--- src/rtl/axi_lite_regif_if.sv ---
// axi_lite_regif_if: AXI4-Lite bus bundle between a master and the register-bank bridge
interface axi_lite_regif_if #(
  parameter int ADDR_WIDTH = 8,
  parameter int DATA_WIDTH = 32
);
  logic [ADDR_WIDTH-1:0]   awaddr;
  logic                    awvalid;
  logic                    awready;
  logic [DATA_WIDTH-1:0]   wdata;
  logic [DATA_WIDTH/8-1:0] wstrb;
  logic                    wvalid;
  logic                    wready;
  logic [1:0]              bresp;
  logic                    bvalid;
  logic                    bready;
  logic [ADDR_WIDTH-1:0]   araddr;
  logic                    arvalid;
  logic                    arready;
  logic [DATA_WIDTH-1:0]   rdata;
  logic [1:0]              rresp;
  logic                    rvalid;
  logic                    rready;
  modport slave (
    input  awaddr, awvalid, wdata, wstrb, wvalid, bready, araddr, arvalid, rready,
    output awready, wready, bresp, bvalid, arready, rdata, rresp, rvalid
  );
  modport master (
    output awaddr, awvalid, wdata, wstrb, wvalid, bready, araddr, arvalid, rready,
    input  awready, wready, bresp, bvalid, arready, rdata, rresp, rvalid
  );
endinterface

--- src/rtl/axi_lite_regif.sv ---
// axi_lite_regif: AXI4-Lite slave to register-bank bridge; optional AXIL_ADDR_DECODE_EN flags indices >= NUM_REGS as SLVERR
module axi_lite_regif #(
  parameter int ADDR_WIDTH = 8,
  parameter int DATA_WIDTH = 32,
  parameter int NUM_REGS   = 16,
  parameter int RD_LATENCY = 1
) (
  input  logic                    clk,
  input  logic                    rst_n,
  axi_lite_regif_if.slave         axi,
  output logic [ADDR_WIDTH-3:0]   reg_waddr,
  output logic [DATA_WIDTH-1:0]   reg_wdata,
  output logic [DATA_WIDTH/8-1:0] reg_wstrb,
  output logic                    reg_we,
  output logic [ADDR_WIDTH-3:0]   reg_raddr,
  output logic                    reg_re,
  input  logic [DATA_WIDTH-1:0]   reg_rdata
);
  if (!(DATA_WIDTH == 32 || DATA_WIDTH == 64) || RD_LATENCY < 0 || RD_LATENCY > 3 || NUM_REGS < 1) begin : g_bad_param
    $error("axi_lite_regif: illegal parameter combination");
  end
  typedef enum logic [1:0] {WR_IDLE, WR_EXEC, WR_RESP} wr_state_t;
  typedef enum logic [1:0] {RD_IDLE, RD_WAIT, RD_RESP} rd_state_t;
  wr_state_t wr_state, wr_next;
  rd_state_t rd_state, rd_next;
  logic aw_held, w_held, aw_hs, w_hs, ar_hs, rd_done, w_err, r_err;
  logic [1:0] rd_cnt;
  logic unused_addr_lsbs;
  assign unused_addr_lsbs = ^{axi.awaddr[1:0], axi.araddr[1:0]};
`ifdef AXIL_ADDR_DECODE_EN
  assign w_err = 32'(reg_waddr) >= NUM_REGS;
  assign r_err = 32'(reg_raddr) >= NUM_REGS;
`else
  assign w_err = 1'b0;
  assign r_err = 1'b0;
`endif
  assign axi.awready = wr_state == WR_IDLE && !aw_held;
  assign axi.wready  = wr_state == WR_IDLE && !w_held;
  assign aw_hs       = axi.awvalid && axi.awready;
  assign w_hs        = axi.wvalid && axi.wready;
  assign axi.bvalid  = wr_state != WR_IDLE;
  assign axi.bresp   = {axi.bvalid && w_err, 1'b0};
  assign reg_we      = wr_state == WR_EXEC && !w_err;
  assign axi.arready = rd_state == RD_IDLE;
  assign ar_hs       = axi.arvalid && axi.arready;
  assign rd_done     = rd_state == RD_WAIT && rd_cnt == 2'(RD_LATENCY);
  assign axi.rvalid  = rd_state == RD_RESP;
  assign axi.rresp   = {axi.rvalid && r_err, 1'b0};
  assign reg_re      = rd_state == RD_WAIT && rd_cnt == 2'd0 && !r_err;
  // write next state: execute once both halves are held, then wait for bready
  always_comb begin
    wr_next = wr_state;
    wr_next = wr_state == WR_IDLE ? (((aw_held || aw_hs) && (w_held || w_hs)) ? WR_EXEC : WR_IDLE)
                                  : (axi.bready ? WR_IDLE : WR_RESP);
  end
  // write state, independent AW/W latches and the captured bank-side write fields
  always_ff @(posedge clk or negedge rst_n) begin
    if (!rst_n) begin
      wr_state  <= WR_IDLE;
      aw_held   <= 1'b0;
      w_held    <= 1'b0;
      reg_waddr <= '0;
      reg_wdata <= '0;
      reg_wstrb <= '0;
    end else begin
      wr_state  <= wr_next;
      aw_held   <= wr_next == WR_EXEC ? 1'b0 : (aw_held || aw_hs);
      w_held    <= wr_next == WR_EXEC ? 1'b0 : (w_held || w_hs);
      reg_waddr <= aw_hs ? axi.awaddr[ADDR_WIDTH-1:2] : reg_waddr;
      reg_wdata <= w_hs ? axi.wdata : reg_wdata;
      reg_wstrb <= w_hs ? axi.wstrb : reg_wstrb;
    end
  end
  // read next state: wait out the bank latency, then hold the response until rready
  always_comb begin
    rd_next = rd_state;
    rd_next = rd_state == RD_IDLE ? (ar_hs ? RD_WAIT : RD_IDLE)
            : rd_state == RD_WAIT ? (rd_done ? RD_RESP : RD_WAIT)
            : (axi.rready ? RD_IDLE : RD_RESP);
  end
  // read state, latency counter and rdata capture (frozen while rvalid is high)
  always_ff @(posedge clk or negedge rst_n) begin
    if (!rst_n) begin
      rd_state  <= RD_IDLE;
      rd_cnt    <= 2'd0;
      reg_raddr <= '0;
      axi.rdata <= '0;
    end else begin
      rd_state  <= rd_next;
      rd_cnt    <= rd_state == RD_WAIT ? rd_cnt + 2'd1 : 2'd0;
      reg_raddr <= ar_hs ? axi.araddr[ADDR_WIDTH-1:2] : reg_raddr;
      axi.rdata <= rd_done ? (r_err ? '0 : reg_rdata) : axi.rdata;
    end
  end
endmodule

--- src/flat_wrapper.sv ---
// flat-port wrapper written by rule: the top's interface ports become plain ports
module axi_lite_regif_flat 
#(
  parameter int ADDR_WIDTH = 8,
  parameter int DATA_WIDTH = 32,
  parameter int NUM_REGS   = 16,
  parameter int RD_LATENCY = 1
)
  (clk, rst_n, reg_waddr, reg_wdata, reg_wstrb, reg_we, reg_raddr, reg_re, reg_rdata, axi_awaddr, axi_awvalid, axi_wdata, axi_wstrb, axi_wvalid, axi_bready, axi_araddr, axi_arvalid, axi_rready, axi_awready, axi_wready, axi_bresp, axi_bvalid, axi_arready, axi_rdata, axi_rresp, axi_rvalid);
  axi_lite_regif_if #(.ADDR_WIDTH(ADDR_WIDTH), .DATA_WIDTH(DATA_WIDTH)) axi_i ();
  input  logic clk;
  input  logic rst_n;
  output logic [ADDR_WIDTH-3:0] reg_waddr;
  output logic [DATA_WIDTH-1:0] reg_wdata;
  output logic [DATA_WIDTH/8-1:0] reg_wstrb;
  output logic reg_we;
  output logic [ADDR_WIDTH-3:0] reg_raddr;
  output logic reg_re;
  input  logic [DATA_WIDTH-1:0] reg_rdata;
  input wire logic [$bits(axi_i.awaddr)-1:0] axi_awaddr;
  input wire logic [$bits(axi_i.awvalid)-1:0] axi_awvalid;
  input wire logic [$bits(axi_i.wdata)-1:0] axi_wdata;
  input wire logic [$bits(axi_i.wstrb)-1:0] axi_wstrb;
  input wire logic [$bits(axi_i.wvalid)-1:0] axi_wvalid;
  input wire logic [$bits(axi_i.bready)-1:0] axi_bready;
  input wire logic [$bits(axi_i.araddr)-1:0] axi_araddr;
  input wire logic [$bits(axi_i.arvalid)-1:0] axi_arvalid;
  input wire logic [$bits(axi_i.rready)-1:0] axi_rready;
  output wire logic [$bits(axi_i.awready)-1:0] axi_awready;
  output wire logic [$bits(axi_i.wready)-1:0] axi_wready;
  output wire logic [$bits(axi_i.bresp)-1:0] axi_bresp;
  output wire logic [$bits(axi_i.bvalid)-1:0] axi_bvalid;
  output wire logic [$bits(axi_i.arready)-1:0] axi_arready;
  output wire logic [$bits(axi_i.rdata)-1:0] axi_rdata;
  output wire logic [$bits(axi_i.rresp)-1:0] axi_rresp;
  output wire logic [$bits(axi_i.rvalid)-1:0] axi_rvalid;
  assign axi_i.awaddr = axi_awaddr;
  assign axi_i.awvalid = axi_awvalid;
  assign axi_i.wdata = axi_wdata;
  assign axi_i.wstrb = axi_wstrb;
  assign axi_i.wvalid = axi_wvalid;
  assign axi_i.bready = axi_bready;
  assign axi_i.araddr = axi_araddr;
  assign axi_i.arvalid = axi_arvalid;
  assign axi_i.rready = axi_rready;
  assign axi_awready = axi_i.awready;
  assign axi_wready = axi_i.wready;
  assign axi_bresp = axi_i.bresp;
  assign axi_bvalid = axi_i.bvalid;
  assign axi_arready = axi_i.arready;
  assign axi_rdata = axi_i.rdata;
  assign axi_rresp = axi_i.rresp;
  assign axi_rvalid = axi_i.rvalid;
  axi_lite_regif #(.ADDR_WIDTH(ADDR_WIDTH), .DATA_WIDTH(DATA_WIDTH), .NUM_REGS(NUM_REGS), .RD_LATENCY(RD_LATENCY)) u_core (.clk(clk), .rst_n(rst_n), .axi(axi_i), .reg_waddr(reg_waddr), .reg_wdata(reg_wdata), .reg_wstrb(reg_wstrb), .reg_we(reg_we), .reg_raddr(reg_raddr), .reg_re(reg_re), .reg_rdata(reg_rdata));
endmodule
--- config.mk ---
export PLATFORM = sky130hd
export DESIGN_NAME = axi_lite_regif_flat
export DESIGN_NICKNAME = d
export VERILOG_FILES = /design/src/rtl/axi_lite_regif_if.sv /design/src/rtl/axi_lite_regif.sv /design/src/flat_wrapper.sv
export SDC_FILE = /design/constraint.sdc
export NUM_CORES = 1
export LEC_CHECK = 0
export ABC_AREA = 0
export CORE_UTILIZATION = 39
export CTS_CLUSTER_SIZE = 14
export DETAILED_ROUTE_END_ITERATION = 16
export PLACE_DENSITY = 0.8
export SLEW_MARGIN = 5
export SYNTH_ARGS = -nofsm -noshare
export SYNTH_HDL_FRONTEND = slang
export SYNTH_SLANG_ARGS = --single-unit
--- constraint.sdc ---
create_clock -name clk -period 2.15 [get_ports clk]
set_input_delay 0.215 -clock clk [delete_from_list [all_inputs] [get_ports clk]]
set_output_delay 0.215 -clock clk [all_outputs]
set_load 0.01 [all_outputs]
==> flow_summary.ini <==
[worst_hold_path]
min_path_type = input port to asynchronous set/reset pin

[place]
gp_congestion = 0.737
io_buffers = 173
dp_hpwl_um = 5750

[cts]
cts_tree = built
clk_pin_slew_ns = 0.10
cts_buffers = 9
clock_latency_ns = 0.35
cts.htree.levels = 3
cts_setup_buffers = 0
cts_buffer_depth = 2
clockRootBuffer = clkbuf_8
cts_sinks = 88

[critical_path]
cp-end-kind = output pin
crit_arrival_ns = 1.83
required_ns = 1.93
worstSetupStartpointType = flip-flop
crit_type = flip-flop to output pin
reg2reg_depth = 3
r2r_setup_slack_ns = 0.53
crit_fanout = 7

[synthesis]
synth_top_area_share_pct = 64.6
synth_edf_count = 0
yosys_warnings = 0
synth_common_cells = dfrtp_1 (88), mux2_2 (78), nor2_1 (6)
synth_ff_type = dfrtp_1
synth_area_leader_cell = dfrtp_1
syn_area_um2 = 3410
synth_seq_cells = 88
syn_inst = 211
synthTopCellsByArea = dfrtp_1 (65%), mux2_2 (26%), buf_6 (0.99%)
yosysSeqAreaShare_pct = 64.6
async_flop_share_pct = 100
yosysMostFrequentCell = dfrtp_1
avgSynthCellArea_um2 = 16.2
ys_types = 24

[job]
maxCapViolCount = 0

[sta]
timing.fmax_mhz = 489
period_share_pct = 95.1
max_slew_margin_pct = 65.9
fin_crit_ns = 2.05
rsz0062_at_grt = false
drv_slew = 0
finalSetupTns_ns = 0
fin_skew_ns = 0.0171
setup_violations = 0
hold_violations = 0
tightest_slew_ns = 0.510

[detailed_routing]
wl_per_cell_um = 15.3
ant_nets = 0
vias_per_cell = 4.78
num_vias = 2406
firstDrtPassIters = 4
route.detailed.drc = 0
drt_wl_total_um = 7690
drtIter0Drc = 31

[floorplan]
placementRows = 33
die-area_um2 = 9120
start_util_pct = 40.9
core_um2 = 8340
dieHeight_um = 95.5
fp.dieW_um = 95.5
ios = 182

[global_route]
overflow = 0
grt_max_degree = 51
grt_pass1_wl_um = 11800
grt_usage_pct = 17.3
grt_pass1_vias = 2437
antenna_found_initial = 0

[finish]
area_growth_pct = 62.1
diodes = 0
layout.nets = 486
layout-drive-gt1-share_pct = 26.9
final_util_pct = 66.3

[pwr]
net-switching-power_mw = 2.45
combPwrFrac_pct = 46.8
power_leakage_nw = 2.30
p_int_mw = 5.80
power_frac_seq_pct = 36.1
ir_worst_vdd_mv = 0.688
power.density_nw_per_um2 = 1490
clkPwrFrac_pct = 17.1
switching_share_pct = 29.7

[status]
outcome = finished, final reports clean
## worst paths after layout
| check | to | from |
|---|---|---|
| worst min-delay path | u_core.axi.rdata[10] | rst_n |
| max in group asynchronous | u_core.reg_wdata[31] | rst_n |
| worst max-delay path | axi_awready | u_core.wr_state[1] |
| worst max register to register | u_core.reg_wstrb[0] | u_core.wr_state[0] |
| min in group clk | u_core.wr_state[1] | axi_bready |
| worst min register to register | u_core.reg_wdata[10] | u_core.reg_wdata[10] |
## power by group through the flow
stage          logic (mW)  clock network (mW)  registers [mW]
2_1_floorplan        1.40                   0            3.33
3_3_place_gp         3.83                   0            2.96
3_5_place_dp         3.91                   0            3.02
4_1_cts              3.93                1.45            2.99
5_1_grt              4.13                1.52            3.11
6_report             3.86                1.41            2.98
## layout make-up
type | count | area (um2)
clock buffer | 9 | 124
clock inverter | 7 | 126
fill | 618 | 2810
inverter | 3 | 11.3
multi-input combinational | 111 | 1120
sequential | 88 | 2200
tap | 105 | 131
timing repair buffer | 180 | 1810
## stage by stage
stage,setup WS [ns],power (mW),hold slack (ns),instance area [um2],cells
finish,0.105,8.25,0.370,5530,503
CTS,0.0469,8.37,0.363,5520,503
global route,0.00395,8.76,0.358,5530,503
floorplan,0.532,4.72,-0.0806,3420,214
global placement,0.308,6.79,0.223,5260,486
detailed placement,0.271,6.93,0.225,5260,486
## state kept, by name (all words and copies together), names as in the netlist
| register | count |
|---|---|
| u_core.aw_held | 1 |
| u_core.axi.rdata | 32 |
| u_core.rd_cnt | 2 |
| u_core.rd_state | 2 |
| u_core.reg_raddr | 6 |
| u_core.reg_waddr | 6 |
| u_core.reg_wdata | 32 |
| u_core.reg_wstrb | 4 |
| u_core.w_held | 1 |
| u_core.wr_state | 2 |
## critical path: stages (launching register included)
cell	delay, ns
dfrtp_2	0.48
or2_2	0.35
nor2_1	0.10
clkdlybuf4s50_1	0.55
## layout by cell type, fill, tap and decap left out, drive strengths merged
| cell | synthesis | routed |
|---|---|---|
| a21oi | 1 | 1 |
| and3 | 3 | 3 |
| buf | 11 | 7 |
| bufinv | 0 | 3 |
| clkbuf | 1 | 9 |
| clkdlybuf4s50 | 0 | 172 |
| clkinvlp | 0 | 1 |
| conb | 1 | 4 |
| dfrtp | 88 | 88 |
| dlygate4sd3 | 0 | 1 |
| ha | 2 | 2 |
| inv | 3 | 6 |
| mux2 | 80 | 80 |
| nand2b | 2 | 2 |
| nand3b | 1 | 1 |
| nor2 | 6 | 6 |
| nor2b | 2 | 2 |
| nor3 | 1 | 1 |
| nor3b | 3 | 3 |
| nor4b | 2 | 2 |
| o21ai | 1 | 1 |
| o22a | 2 | 2 |
| or2 | 1 | 1 |
## timing repair
action	4_1_cts	5_1_grt
setup endpoints to repair	0	2
hold buffers	1	0
gates resized for setup	0	2
hold endpoints to repair	38	0
## logic make-up after synthesis
logic type,Yosys count,share of synthesized area [%]
and+or+nand+nor,21,4.44
other,1,0.110
buffers and inverters,15,2.90
AOI/OAI and AO/OA,4,0.807
adders and majority gates,2,0.734
DFF,88,64.6
muxes,80,26.4
## metal layers
layer	routed length, um	share of wire [%]	track usage, %	vias to the layer above
met2	3700	48	28.5	108
met5	0	0	0	-
li1	-	-	-	1092
met1	3140	41	20.5	1191
met3	664	8.6	5.34	15
met4	184	2.4	8.33	0
Power figures use the tool's default switching activity.
